<file path="src/rtl/loader_pkg.sv">
// Shared types and constants for the instruction byte loader.
package loader_pkg;

  localparam int unsigned DEFAULT_DEPTH = 64;

  localparam logic [7:0] START_BYTE = 8'hFE;
  localparam logic [7:0] END_BYTE   = 8'hFF;

  typedef enum logic [1:0] {
    IDLE = 2'd0,
    LOAD = 2'd1,
    DONE = 2'd2
  } load_state_t;

endpackage

</file>
<file path="src/rtl/byte_packer.sv">
// Little-endian 4-byte assembler; presents the completed word combinationally
// alongside the 4th byte so the caller can register it in the same edge.
module byte_packer (
  input  logic        clk_i,
  input  logic        reset,
  input  logic        clear,
  input  logic        en,
  input  logic [7:0]  byte_in,
  output logic [1:0]  byte_idx,
  output logic        word_valid_c,
  output logic [31:0] word_c
);

  logic [23:0] asm_q;

  always_ff @(posedge clk_i) begin
    if (reset || clear) begin
      byte_idx <= 2'd0;
      asm_q    <= 24'd0;
    end else if (en) begin
      byte_idx <= byte_idx + 2'd1;
      case (byte_idx)
        2'd0:    asm_q[7:0]   <= byte_in;
        2'd1:    asm_q[15:8]  <= byte_in;
        2'd2:    asm_q[23:16] <= byte_in;
        default: ;
      endcase
    end
  end

  // Byte 3 never lands in the register; it is merged on the way out.
  assign word_valid_c = en && (byte_idx == 2'd3);
  assign word_c       = {byte_in, asm_q};

endmodule

</file>
<file path="src/rtl/instr_byte_loader.sv">
// Frames the START/END-delimited byte stream and writes packed 32-bit words
// into instruction memory, reporting load progress to the core.
module instr_byte_loader
  import loader_pkg::*;
#(
  parameter int unsigned DEPTH  = DEFAULT_DEPTH,
  parameter int unsigned ADDR_W = $clog2(DEPTH)
) (
  input  logic              clk_i,
  input  logic              reset,
  input  logic [7:0]        instr_i,
  output logic              imem_we_o,
  output logic [ADDR_W-1:0] imem_addr_o,
  output logic [31:0]       imem_data_o,
  output logic              loading_o,
  output logic              load_done_o,
  output logic [ADDR_W:0]   word_count_o,
  output logic              overflow_o
);

  localparam int unsigned CNT_W = ADDR_W + 1;

  load_state_t state, state_next;

  logic        clear_c;
  logic        data_en_c;
  logic        write_c;
  logic        loading_next_c;
  logic        done_next_c;
  logic [1:0]  byte_idx;
  logic        word_valid_c;
  logic [31:0] word_c;

  byte_packer u_packer (
    .clk_i        (clk_i),
    .reset        (reset),
    .clear        (clear_c),
    .en           (data_en_c),
    .byte_in      (instr_i),
    .byte_idx     (byte_idx),
    .word_valid_c (word_valid_c),
    .word_c       (word_c)
  );

  // State register
  always_ff @(posedge clk_i) begin
    if (reset) state <= IDLE;
    else       state <= state_next;
  end

  // Next-state and framing decisions
  always_comb begin
    state_next = state;
    clear_c    = 1'b0;
    data_en_c  = 1'b0;
    case (state)
      IDLE, DONE: begin
        if (instr_i == START_BYTE) begin
          state_next = LOAD;
          clear_c    = 1'b1;
        end
      end
      LOAD: begin
        // END only terminates on a word boundary; elsewhere it is data.
        if ((byte_idx == 2'd0) && (instr_i == END_BYTE)) state_next = DONE;
        else                                              data_en_c  = 1'b1;
      end
      default: state_next = IDLE;
    endcase
  end

  // Output decode, registered below
  always_comb begin
    write_c        = word_valid_c && (word_count_o < CNT_W'(DEPTH));
    loading_next_c = (state_next == LOAD);
    done_next_c    = (state_next == DONE);
  end

  always_ff @(posedge clk_i) begin
    if (reset) begin
      imem_we_o    <= 1'b0;
      imem_addr_o  <= '0;
      imem_data_o  <= 32'd0;
      loading_o    <= 1'b0;
      load_done_o  <= 1'b0;
      word_count_o <= '0;
      overflow_o   <= 1'b0;
    end else begin
      imem_we_o   <= write_c;
      loading_o   <= loading_next_c;
      load_done_o <= done_next_c;
      if (write_c) begin
        imem_addr_o <= word_count_o[ADDR_W-1:0];
        imem_data_o <= word_c;
      end
      if (clear_c) begin
        word_count_o <= '0;
        overflow_o   <= 1'b0;
      end else if (write_c) begin
        word_count_o <= word_count_o + CNT_W'(1);
      end else if (word_valid_c) begin
        overflow_o <= 1'b1;
      end
    end
  end

endmodule
</file>
<file path="config.mk">
export PLATFORM = sky130hd
export DESIGN_NAME = instr_byte_loader
export DESIGN_NICKNAME = d
export VERILOG_FILES = /design/src/rtl/loader_pkg.sv /design/src/rtl/byte_packer.sv /design/src/rtl/instr_byte_loader.sv
export SDC_FILE = /design/constraint.sdc
export NUM_CORES = 1
export LEC_CHECK = 0
export CORE_AREA = 5 5 152 81
export DETAILED_ROUTE_END_ITERATION = 10
export DIE_AREA = 0 0 157 86
export GPL_ROUTABILITY_DRIVEN = 0
export PLACE_DENSITY = 0.63
export SLEW_MARGIN = 20
export SYNTH_ARGS = -nofsm -noshare
export SYNTH_HDL_FRONTEND = slang
export SYNTH_SLANG_ARGS = --single-unit
</file>
<file path="constraint.sdc">
create_clock -name clk_i -period 1.95 [get_ports clk_i]
set_clock_uncertainty 0.1 [all_clocks]
set_input_delay 0.39 -clock clk_i [delete_from_list [all_inputs] [get_ports clk_i]]
set_output_delay 0.39 -clock clk_i [all_outputs]
set_load 0.02 [all_outputs]
</file>
==> reports/qor.yml <==
hold_buffers: 0
criticalPathCategory: "primary input to flop"
grt_pass1_vias: 2707
yosys_register_bits: 77
synth_compound_area_share_pct: 7.406
grt_max_degree: 61
dpl.cell_count: 556
rows: 27
slew_headroom_pct: 73.54
die_w_um: 157
final-max-slew-violation-count: 0
cts.path.max_buffers: 2
finalCriticalPeriod_ns: 1.923
antenna_found_initial: 0
worst_ep_arrival_time_ns: 2.05
die_h_um: 86
drc_errors: 0
final_cells: 577
synth_adder_area_share_pct: 1.959
nets: 442
yosysSeqAreaShare_pct: 48.28
vias_per_cell: 4.615
initial_core_util_pct: 29.63
drtAntennaViolNets: 0
tightestPinTransition_ns: 0.3964
worstReg2RegStart: "u_packer.byte_idx[1]$_SDFFE_PP0P_"
final_common_cell: "nand2_1"
start_kind: "primary input"
clk_latency_ns: 0.33
wire_per_inst_um: 15.19
cap_violations: 0
yosys_warnings: 0
startpoint: "instr_i[5]"
synth_cells: 334
core_sq_um: 10780
fmax_mhz: 519.9
power_leakage_nw: 1.662
synthSimpleGateAreaFrac_pct: 19.51
area_growth_syn_to_layout_pct: 42.95
syn_area_per_cell_sq_um: 9.560
final_cell_mix: "81 x nand2_1, 75 x dfxtp_1, 57 x mux2i_1, 50 x clkdlybuf4s50_1, 34 x buf_4"
setup_viol: 0
first_pass_iters: 4
max_stage_delay_ns: 0.51
dieArea_sq_um: 13500
critPathSlowestCell: "clkdlybuf4s50_1"
irDropWorstVdd_v: 0.0004039
hp-class: "primary input to flop"
cts-buffers-inserted: 9
htree_levels: 3
synth_top_family_by_area: "simple AND/OR/NAND/NOR gates"
num_vias: 2663
io_buffer_count: 58
synth-xor-area-share_pct: 0.2743
synthesis.area_sq_um: 3193
diodes: 0
min-delay-start: "instr_i[1]"
synth_mux_area_share_pct: 18.18
drive_gt1_share_pct: 18.29
io-pin-count: 59
hold_viol_final: 0
drtIter0Drc: 167
grt_pass1_wl_mm: 14.17
power.total_mw: 3.271
gr-usage-all-layers_pct: 13.40
crit_top_cell: "buf_4"
cts_tree: "built"
min_period_over_period_pct: 98.64
critPathMaxFanout: 9
dp_hpwl_mm: 6.457
syn_nets: 349
cts_sinks: 77
worst_path_dominant_cell_family: "buffers and inverters"
routed_wl_mm: 8.767
yosysUniqueCellTypes: 39
crit_buf_inv: 3
endpoint_kind: "flop"
cts.clk_slew.worst_paths_ns: 0.06
crit_chain: "clkdlybuf4s50_1 -> nand4_1 -> or2_4 -> o31ai_4 -> buf_4 -> buf_4 -> nor2_1"
powerDensity_nw_per_um2: 716.6
outcome: "complete, no violations"
cts-root-buf: "clkbuf_16"
worstPathRequired_ns: 2.07
grt_overflow_total: 0
[kinds of logic after synthesis]
family,Yosys count
DFF,77
adders and majority gates,5
buffers and inverters,24
AOI/OAI and AO/OA,31
and+or+nand+nor,138
xor gates and xnor gates,1
muxes,58
[registers in the layout, summed over array words and instances (netlist names)]
register	flops
imem_data_o	32
u_packer.asm_q	24
word_count_o	7
imem_addr_o	6
state	2
u_packer.byte_idx	2
imem_we_o	1
load_done_o	1
loading_o	1
overflow_o	1
[area by class of cell]
cell class	instances	area, sq um
Sequential cell	77	1544
Tap cell	145	181.4
Inverter	5	18.77
Clock inverter	3	20.02
Fill cell	1040	6212
Clock buffer	13	260.3
Timing Repair Buffer	101	988.4
Multi-Input combinational cell	233	1551
[report_power, final]
part / internal [mW] / switching (mW)
Combinational: 0.0620 / 0.0862
Sequential: 1.57 / 0.000413
Clock: 0.929 / 0.619
Total: 2.57 / 0.706
[layer usage]
layer,vias up,track usage (%),routed length [um]
li1,1337,-,-
met1,1254,19.30,4574
met2,65,18.23,3461
met3,7,5.544,651
met4,0,3.543,80
met5,-,0,0
[worst paths after layout]
check	to	slack, ns	cells past startpoint
setup / recovery	u_packer.asm_q[13]$_SDFFE_PP0P_	0.03	7
hold / removal	imem_data_o[25]$_SDFFE_PP0P_	0.34	3
setup reg to reg	word_count_o[5]$_SDFFE_PP0P_	0.09	6
hold reg to reg	imem_data_o[8]$_SDFFE_PP0P_	0.36	2
[cells in the mapped netlist (all sizes together)]
cell,n,area (sq um)
o21ai,4,20.02
mux2i,58,580.6
xnor2,1,8.760
a31oi,8,62.56
ha,5,62.56
nor2,28,112.6
buf,11,91.33
a311oi,1,8.760
a211oi,1,7.510
a221oi,2,17.52
a21oi,10,53.80
nand3,3,15.01
nand4,3,18.77
or4,2,18.77
nand2b,1,8.760
dfxtp,77,1541
inv,5,18.77
nand3b,3,22.52
clkbuf,8,30.03
nor2b,3,18.77
o211ai,1,12.51
and4bb,1,12.51
nor3,6,41.29
and4,2,17.52
nand2,81,304.0
o31ai,3,36.28
or3,4,26.28
or2,1,6.260
a31o,1,17.52
[through the flow]
step / area, sq um / setup TNS (ns) / worst slack (ns) / hold slack, ns / util, %
floorplan: 3198 / 0 / 0.003053 / 0.3374 / -
global placement: 4174 / -20.29 / -0.3390 / 0.3443 / 38.73
finish: 4564 / 0 / 0.02660 / 0.3382 / 42.35
CTS: 4472 / -0.1275 / -0.02449 / 0.3593 / 41.50
detailed placement: 4174 / -24.29 / -0.4014 / 0.3490 / 38.73
global route: 4564 / -0.1271 / -0.02217 / 0.3421 / 42.35
[what timing repair did]
action,CTS,global route
endpoints found under the setup margin,17,74
gates resized for setup,6,21
pin swaps,0,5
gates cloned,0,2
setup buffers,0,3
[worst reg2reg max path: stages (launching register included)]
cell,delay [ns]
dfxtp_2,0.32
inv_1,0.05
ha_2,0.19
and4_4,0.23
a31o_4,0.26
or4_4,0.51
a21oi_2,0.13
Note: power is estimated with default switching activity, not from simulation.
